<file path="src/rtl/riscv_pkg.sv">
// riscv_pkg: shared RISC-V pipeline encodings
package riscv_pkg;
  localparam int REG_IDX_W = 5;
  typedef enum logic [1:0] {
    RES_ALU  = 2'b00,
    RES_LOAD = 2'b01,
    RES_PC4  = 2'b10
  } result_src_e;
  typedef enum logic [2:0] {
    ALU_ADD = 3'b000,
    ALU_SUB = 3'b001,
    ALU_AND = 3'b010,
    ALU_OR  = 3'b011,
    ALU_XOR = 3'b100,
    ALU_SLT = 3'b101,
    ALU_SLL = 3'b110,
    ALU_SRL = 3'b111
  } alu_ctrl_e;
endpackage

</file>
<file path="src/rtl/forward_mux.sv">
// forward_mux: picks an operand from M, W or the register file; M wins, x0 never forwards
module forward_mux
  import riscv_pkg::*;
#(
  parameter int N = 32
) (
  input  logic [REG_IDX_W-1:0] rs,
  input  logic [N-1:0]         rd,
  input  logic [REG_IDX_W-1:0] rd_m,
  input  logic                 reg_write_m,
  input  logic [N-1:0]         alu_result_m,
  input  logic [REG_IDX_W-1:0] rd_w,
  input  logic                 reg_write_w,
  input  logic [N-1:0]         result_w,
  output logic [N-1:0]         fwd
);
  logic hit_m, hit_w;
  assign hit_m = reg_write_m && rd_m != '0 && rd_m == rs;
  assign hit_w = reg_write_w && rd_w != '0 && rd_w == rs;
  assign fwd = hit_m ? alu_result_m : hit_w ? result_w : rd;
endmodule

</file>
<file path="src/rtl/id_ex_stage.sv">
// id_ex_stage: ID/EX pipeline register with load-use stall, flush bubbles and operand forwarding
module id_ex_stage
  import riscv_pkg::*;
#(
  parameter int N = 32
) (
  input  logic                 clk,
  input  logic                 reset,
  input  logic                 ValidD,
  input  logic [N-1:0]         RD1D,
  input  logic [N-1:0]         RD2D,
  input  logic [N-1:0]         ImmExtD,
  input  logic [N-1:0]         PCD,
  input  logic [REG_IDX_W-1:0] Rs1D,
  input  logic [REG_IDX_W-1:0] Rs2D,
  input  logic [REG_IDX_W-1:0] RdD,
  input  logic [2:0]           ALUControlD,
  input  logic                 ALUSrcD,
  input  logic                 RegWriteD,
  input  logic                 MemWriteD,
  input  logic [1:0]           ResultSrcD,
  input  logic                 FlushE,
  input  logic [REG_IDX_W-1:0] RdM,
  input  logic                 RegWriteM,
  input  logic [N-1:0]         ALUResultM,
  input  logic [REG_IDX_W-1:0] RdW,
  input  logic                 RegWriteW,
  input  logic [N-1:0]         ResultW,
  output logic [N-1:0]         SrcAE,
  output logic [N-1:0]         SrcBE,
  output logic [2:0]           ALUControlE,
  output logic [N-1:0]         WriteDataE,
  output logic [N-1:0]         PCE,
  output logic [N-1:0]         ImmExtE,
  output logic [REG_IDX_W-1:0] RdE,
  output logic                 RegWriteE,
  output logic                 MemWriteE,
  output logic [1:0]           ResultSrcE,
  output logic                 ValidE,
  output logic                 StallF,
  output logic                 StallD
);
  logic [N-1:0]         rd1_e, rd2_e, fwd_a, fwd_b;
  logic [REG_IDX_W-1:0] rs1_e, rs2_e;
  logic                 alu_src_e, lw_stall, bubble;
  assign lw_stall = ValidE && ValidD && ResultSrcE == RES_LOAD && RdE != '0 && (RdE == Rs1D || RdE == Rs2D);
  assign bubble   = FlushE || lw_stall;
  assign StallF   = lw_stall;
  assign StallD   = lw_stall;
  // E register: a bubble clears every field, otherwise the decoded instruction moves down
  always_ff @(posedge clk or posedge reset) begin
    if (reset) begin
      ValidE      <= 1'b0;
      RegWriteE   <= 1'b0;
      MemWriteE   <= 1'b0;
      ResultSrcE  <= '0;
      ALUControlE <= '0;
      alu_src_e   <= 1'b0;
      RdE         <= '0;
      rs1_e       <= '0;
      rs2_e       <= '0;
      rd1_e       <= '0;
      rd2_e       <= '0;
      ImmExtE     <= '0;
      PCE         <= '0;
    end else begin
      ValidE      <= bubble ? 1'b0 : ValidD;
      RegWriteE   <= bubble ? 1'b0 : RegWriteD;
      MemWriteE   <= bubble ? 1'b0 : MemWriteD;
      ResultSrcE  <= bubble ? '0 : ResultSrcD;
      ALUControlE <= bubble ? '0 : ALUControlD;
      alu_src_e   <= bubble ? 1'b0 : ALUSrcD;
      RdE         <= bubble ? '0 : RdD;
      rs1_e       <= bubble ? '0 : Rs1D;
      rs2_e       <= bubble ? '0 : Rs2D;
      rd1_e       <= bubble ? '0 : RD1D;
      rd2_e       <= bubble ? '0 : RD2D;
      ImmExtE     <= bubble ? '0 : ImmExtD;
      PCE         <= bubble ? '0 : PCD;
    end
  end
  forward_mux #(.N(N)) u_fwd_a (
    .rs(rs1_e), .rd(rd1_e),
    .rd_m(RdM), .reg_write_m(RegWriteM), .alu_result_m(ALUResultM),
    .rd_w(RdW), .reg_write_w(RegWriteW), .result_w(ResultW),
    .fwd(fwd_a)
  );
  forward_mux #(.N(N)) u_fwd_b (
    .rs(rs2_e), .rd(rd2_e),
    .rd_m(RdM), .reg_write_m(RegWriteM), .alu_result_m(ALUResultM),
    .rd_w(RdW), .reg_write_w(RegWriteW), .result_w(ResultW),
    .fwd(fwd_b)
  );
  assign SrcAE      = fwd_a;
  assign SrcBE      = alu_src_e ? ImmExtE : fwd_b;
  assign WriteDataE = fwd_b;
endmodule

</file>
<file path="config.mk">
export PLATFORM = sky130hd
export DESIGN_NAME = id_ex_stage
export DESIGN_NICKNAME = d
export VERILOG_FILES = /design/src/rtl/riscv_pkg.sv /design/src/rtl/forward_mux.sv /design/src/rtl/id_ex_stage.sv
export SDC_FILE = /design/constraint.sdc
export NUM_CORES = 1
export LEC_CHECK = 0
export BUFFER_PORTS_ARGS = -buffer_cell sky130_fd_sc_hd__buf_2
export CAP_MARGIN = 40
export CORE_AREA = 3 3 156 158
export CTS_CLUSTER_SIZE = 8
export DETAILED_ROUTE_END_ITERATION = 16
export DIE_AREA = 0 0 159 161
export GPL_TIMING_DRIVEN = 0
export REMOVE_ABC_BUFFERS = 1
export SLEW_MARGIN = 15
export SYNTH_ARGS = -nofsm -noshare
export SYNTH_HDL_FRONTEND = slang
export SYNTH_SLANG_ARGS = --single-unit
</file>
<file path="constraint.sdc">
create_clock -name clk -period 5.9 [get_ports clk]
set_input_delay 1.18 -clock clk [delete_from_list [all_inputs] [get_ports clk]]
set_output_delay 1.18 -clock clk [all_outputs]
set_load 0.005 [all_outputs]
</file>
Yosys cells after proc, flatten, opt, wreduce, memory -nomap -nowiden --
Cells that the tools add are included.
Storage, ports and cells: register bits 152, input bits 231, output and inout bits 175, word-level logic and storage cells 53
Operators by class: eq/ne operators 7, muxes and demuxes 18, reductions and logical operators 15
Operator list (number):
- $mux 32 | 9
- $eq 5x5->1 | 6
- $mux 5 | 3
- $reduce_bool 5->1 | 3
- $logic_and 1x1->1 | 10
- $mux 1 | 4
- $mux 3 | 1
- $eq 2x1->1 const B | 1
- $logic_or 1x1->1 | 2
- $mux 2 | 1

Depth between registers and ports, before layout --
depth after elaboration 6, depth in mapped cells 7, gate-level depth less buffers 5

Modules after synthesis --
From an unflattened synthesis, not the netlist that was laid out.
Unflattened totals: cell total of the unflattened synthesis 933, area total of the unflattened synthesis 8605.8 sq um
By module, submodules not included:
- id_ex_stage | times used 1, cells an instance 563, area an instance 6271.0 sq um, seq. area each 3803.6 sq um
- forward_mux | times used 2, cells an instance 185, area an instance 1167.4 sq um, seq. area each 0.0 sq um

Worst setup path before layout --
No wires, ideal clock.
path type input to output, start in RdM[0], end out SrcBE[12], arrival time 2751 ps, required time 4720 ps, setup slack 1969 ps, stages 7, buffers on the path 2, cell sequence or4_4 o211ai_4 or2_1 buf_4 buf_6 a31oi_1 mux2_1
On the way: word-level cells in the longest chain between the ends 5, elaborated cells between the ends (all ways) 6, classes of those cells eq/ne (1); mux (2); reduce/logical (3)
Ends and longest elaborated chain:
- from (decl) | line id_ex_stage.sv:23 | input logic [REG_IDX_W-1:0] RdM,
- $reduce_bool 5->1 | line forward_mux.sv:18 | assign hit_m = reg_write_m && rd_m != '0 && rd_m == rs;
- $logic_and 1x1->1 | line forward_mux.sv:18
- $logic_and 1x1->1 (*) | line forward_mux.sv:18
- $mux 32 (*) | line forward_mux.sv:20 | assign fwd = hit_m ? alu_result_m : hit_w ? result_w : rd;
- via WriteDataE[12] | line id_ex_stage.sv:32 | output logic [N-1:0] WriteDataE,
- $mux 32 (*) | line id_ex_stage.sv:95 | assign SrcBE = alu_src_e ? ImmExtE : fwd_b;
- to (decl) | line id_ex_stage.sv:30 | output logic [N-1:0] SrcBE,
Mark *: on every way through the listed nets, which the timed path passes. The rest lies on a longest branch.

Final worst setup path --
start in RdM[0], end out SrcBE[19]
On the way: word-level cells in the longest chain between the ends 5, elaborated cells between the ends (all ways) 6, classes of those cells eq/ne (1); mux (2); reduce/logical (3)
Ends and longest elaborated chain (line):
- $reduce_bool 5->1 | forward_mux.sv:18
- $logic_and 1x1->1 | forward_mux.sv:18
- $logic_and 1x1->1 (*) | forward_mux.sv:18
- $mux 32 (*) | forward_mux.sv:20
- $mux 32 (*) | id_ex_stage.sv:95
Every way passes the cells marked *; elsewhere a longest branch is shown, timed or not.

==> results.toml <==
[status]
run_status = "complete, no violations"

[power_and_ir_drop]
power_density_nw_per_um2 = 252
total_power_mw = 2.62
intPower_mw = 1.90
switchingPower_mw = 0.718
clkPwrFrac_pct = 41.3
p_comb_share_pct = 15.9
ir_worst_vdd_v = 0.000178
swShare_pct = 27.4
pwr-share-seq_pct = 42.8
power_leakage_nw = 5.30

[setup_path]
cp-end-kind = "primary output"
reg2reg_depth = 7
critPathMaxFanout = 21
r2r-end = "PCE[27]$_DFF_PP0_"
crit_chain = "buf_2 > or4_4 > o211ai_4 > buf_16 > or2_2 > buf_16 > a31oi_1 > mux2_2 > buf_2"
r2r-start = "RdE[0]$_DFF_PP0_"
cp.required_ps = 4720
crit_family = "simple AND/OR/NAND/NOR gates"
crit_buf_inv = 4
cp-start-kind = "input pin"
crit_arrival_ps = 3900
slowest_delay_ps = 560
critical_path_class = "input pin to primary output"
crit_slowest_cell = "o211ai_4"
reg2reg_setup_slack_ps = 3880

[clock_tree]
cts_hold_buffers = 0
clk_pin_slew_ps = 70
cts_resized = 0
cts-root-buf = "clkbuf_16"
post_cts_buffers = 0
cts.path.max_buffers = 2
numCtsBuffers = 17
h-tree-depth = 4
clock_latency_ps = 420
cts_sinks = 152
cts_tree = "done"

[logic_synthesis]
avgSynthCellArea_um2 = 10.3
synthCells = 700
yosysTopAreaCell = "dfrtp_1"
yosys.area.top_type_share_pct = 52.8
synth_seq_cells = 152
ys_seq_area_share_pct = 52.8
synth_area_um2 = 7210
synth_area_leaders = "dfrtp_1 (53%), and2_1 (13%), mux2i_1 (4.4%), mux2_2 (3.9%), xnor2_1 (3.2%)"
ys_types = 34
synth_warnings = 0

[global_routing]
overflow = 0
track_usage_pct = 19.7
antenna_found_initial = 3
grt_pass1_vias = 6992
grt_pass1_wl_mm = 39.4
grt_max_degree = 83

[sta]
max_slew_margin_pct = 49.8
fmax_mhz = 197
period_share_pct = 86.2
final.min_clock_period_ps = 5080
setup_viol = 0
worstMarginPinSlew_ps = 753
fin_setup_tns_ps = 0
final_hold_viol_count = 0
grt_setup_unrepaired = "no"
finalClockSkew_ps = 9.65
drv_slew = 0

[drt]
first_pass_iters = 4
routed-via-count = 6618
drtIter0Drc = 249
viasPerCell = 4.64
route.detailed.drc = 0
ant_nets = 0
post_drt_wl_per_cell_um = 17.8
routed_wl_mm = 25.4

[die]
rows = 56
die-width_um = 159
initial_utilization_pct = 31.0
die_y_um = 161
die_area_um2 = 25600
core-area_um2 = 23300
ios = 406

[job]
cap_violations = 0

[min_path]
hold_class = "input pin to async pin"

[finish]
drive_gt1_share_pct = 44.3
fin_cells = 1426
utilization_pct = 44.6
syn_to_final_growth_pct = 43.8
finalNetCount = 1323
final_area_um2 = 10400

[placed_design]
port-buffer-count = 405
gp_congestion = 0.853
dp_hpwl_mm = 19.5
dpl_cell_area_um2 = 9790
placed_cells = 1392
==> sequential cells by signal, indices dropped and copies added (netlist names), 2 cells and up <==
| name | cells |
|---|---|
| ImmExtE | 32 |
| ALUControlE | 3 |
| RdE | 5 |
| rd1_e | 32 |
| rd2_e | 32 |
| ResultSrcE | 2 |
| rs1_e | 5 |
| PCE | 32 |
| rs2_e | 5 |
==> metrics by stage <==
stage               setup WS [ps]  hold slack [ps]
finish                        816              810
global route                  731              827
CTS                           777              818
detailed placement            817             1150
global placement            -3350             1390
floorplan                     273             1310
==> worst register-to-register path, delay by kind of cell, from the launching register on <==
kind | cells | cell delay, ps
compound gates | 2 | 620
simple gates | 2 | 290
flops | 1 | 440
xor+xnor | 1 | 160
buf+inv | 2 | 440
==> cells in the final DEF (no fill, tap or decap), types with 7 or more instances in the layout <==
master and n:
a21oi_1 33, a31oi_1 26, and2_1 153, buf_16 7, buf_2 405, buf_6 7, clkbuf_16 17, dfrtp_1 151
inv_1 26, mux2_2 25, mux2i_1 32, nand2_1 8, nor2_1 48, nor3_1 27, o21ai_0 27, or3_1 26
xnor2_1 26
==> kinds of logic after synthesis <==
family | Yosys count | synth area share (%)
XOR/XNOR | 30 | 3.64
multiplexers | 58 | 8.50
flip-flops | 152 | 52.8
buffers and inverters | 77 | 4.56
AND/OR/NAND/NOR | 281 | 22.1
AO/OA/AOI/OAI | 102 | 8.40
==> cell usage after synthesis <==
cell type	n
mux2_2	25
xor2_1	4
nor2_1	48
mux2_1	1
and3_1	6
buf_2	8
or3_1	26
buf_4	2
or4_1	2
nor4_2	1
o31ai_1	6
o21ai_0	27
o22ai_1	1
and2_1	153
or2_2	1
o211ai_2	1
inv_1	27
clkbuf_1	33
nand2_1	8
a31oi_1	26
o211ai_4	1
nand3_1	3
nand4_1	3
or2_1	1
dfrtp_1	152
a221oi_1	6
buf_6	3
nand4b_1	1
mux2i_1	32
a21oi_1	34
nor3_1	27
buf_1	4
xnor2_1	26
or4_4	1
==> metal layers <==
layer / up-vias / GRT usage (%) / part of all wire [%]
met5: - / 0 / 0.079
li1: 3132 / - / -
met4: 4 / 6.61 / 2.5
met2: 283 / 34.5 / 50
met1: 3158 / 23.2 / 39
met3: 41 / 6.05 / 8.0
==> power groups by stage <==
stage	logic (mW)	registers, mW	clock network, mW
detailed placement	0.421	1.14	0
CTS	0.423	1.12	1.11
finish	0.416	1.12	1.08
floorplan	0.171	1.14	0
global placement	0.389	1.14	0
global route	0.463	1.12	1.16
==> area by class of cell <==
cell class                      instances  area, um^2
Fill cell                            2303       12900
Antenna cell                            2        5.00
Inverter                               27         109
Multi-Input combinational cell        471        3110
Tap cell                              319         399
Clock buffer                           18         429
Sequential cell                       152        3800
Clock inverter                         14         140
Timing Repair Buffer                  423        2370
==> worst max path at each step <==
stage,from,endpoint,slack (ps),cells after the start
2_1_floorplan,RdW[1],SrcAE[0],270,5
3_3_place_gp,Rs2D[4],PCE[6]$_DFF_PP0_,-3350,6
3_5_place_dp,RdM[0],SrcBE[19],820,9
4_1_cts,RdM[0],SrcBE[19],780,9
5_1_grt,RdM[0],SrcBE[19],730,9
6_report,RdM[0],SrcBE[19],820,9
No activity file was read; power rests on OpenSTA's default activity.
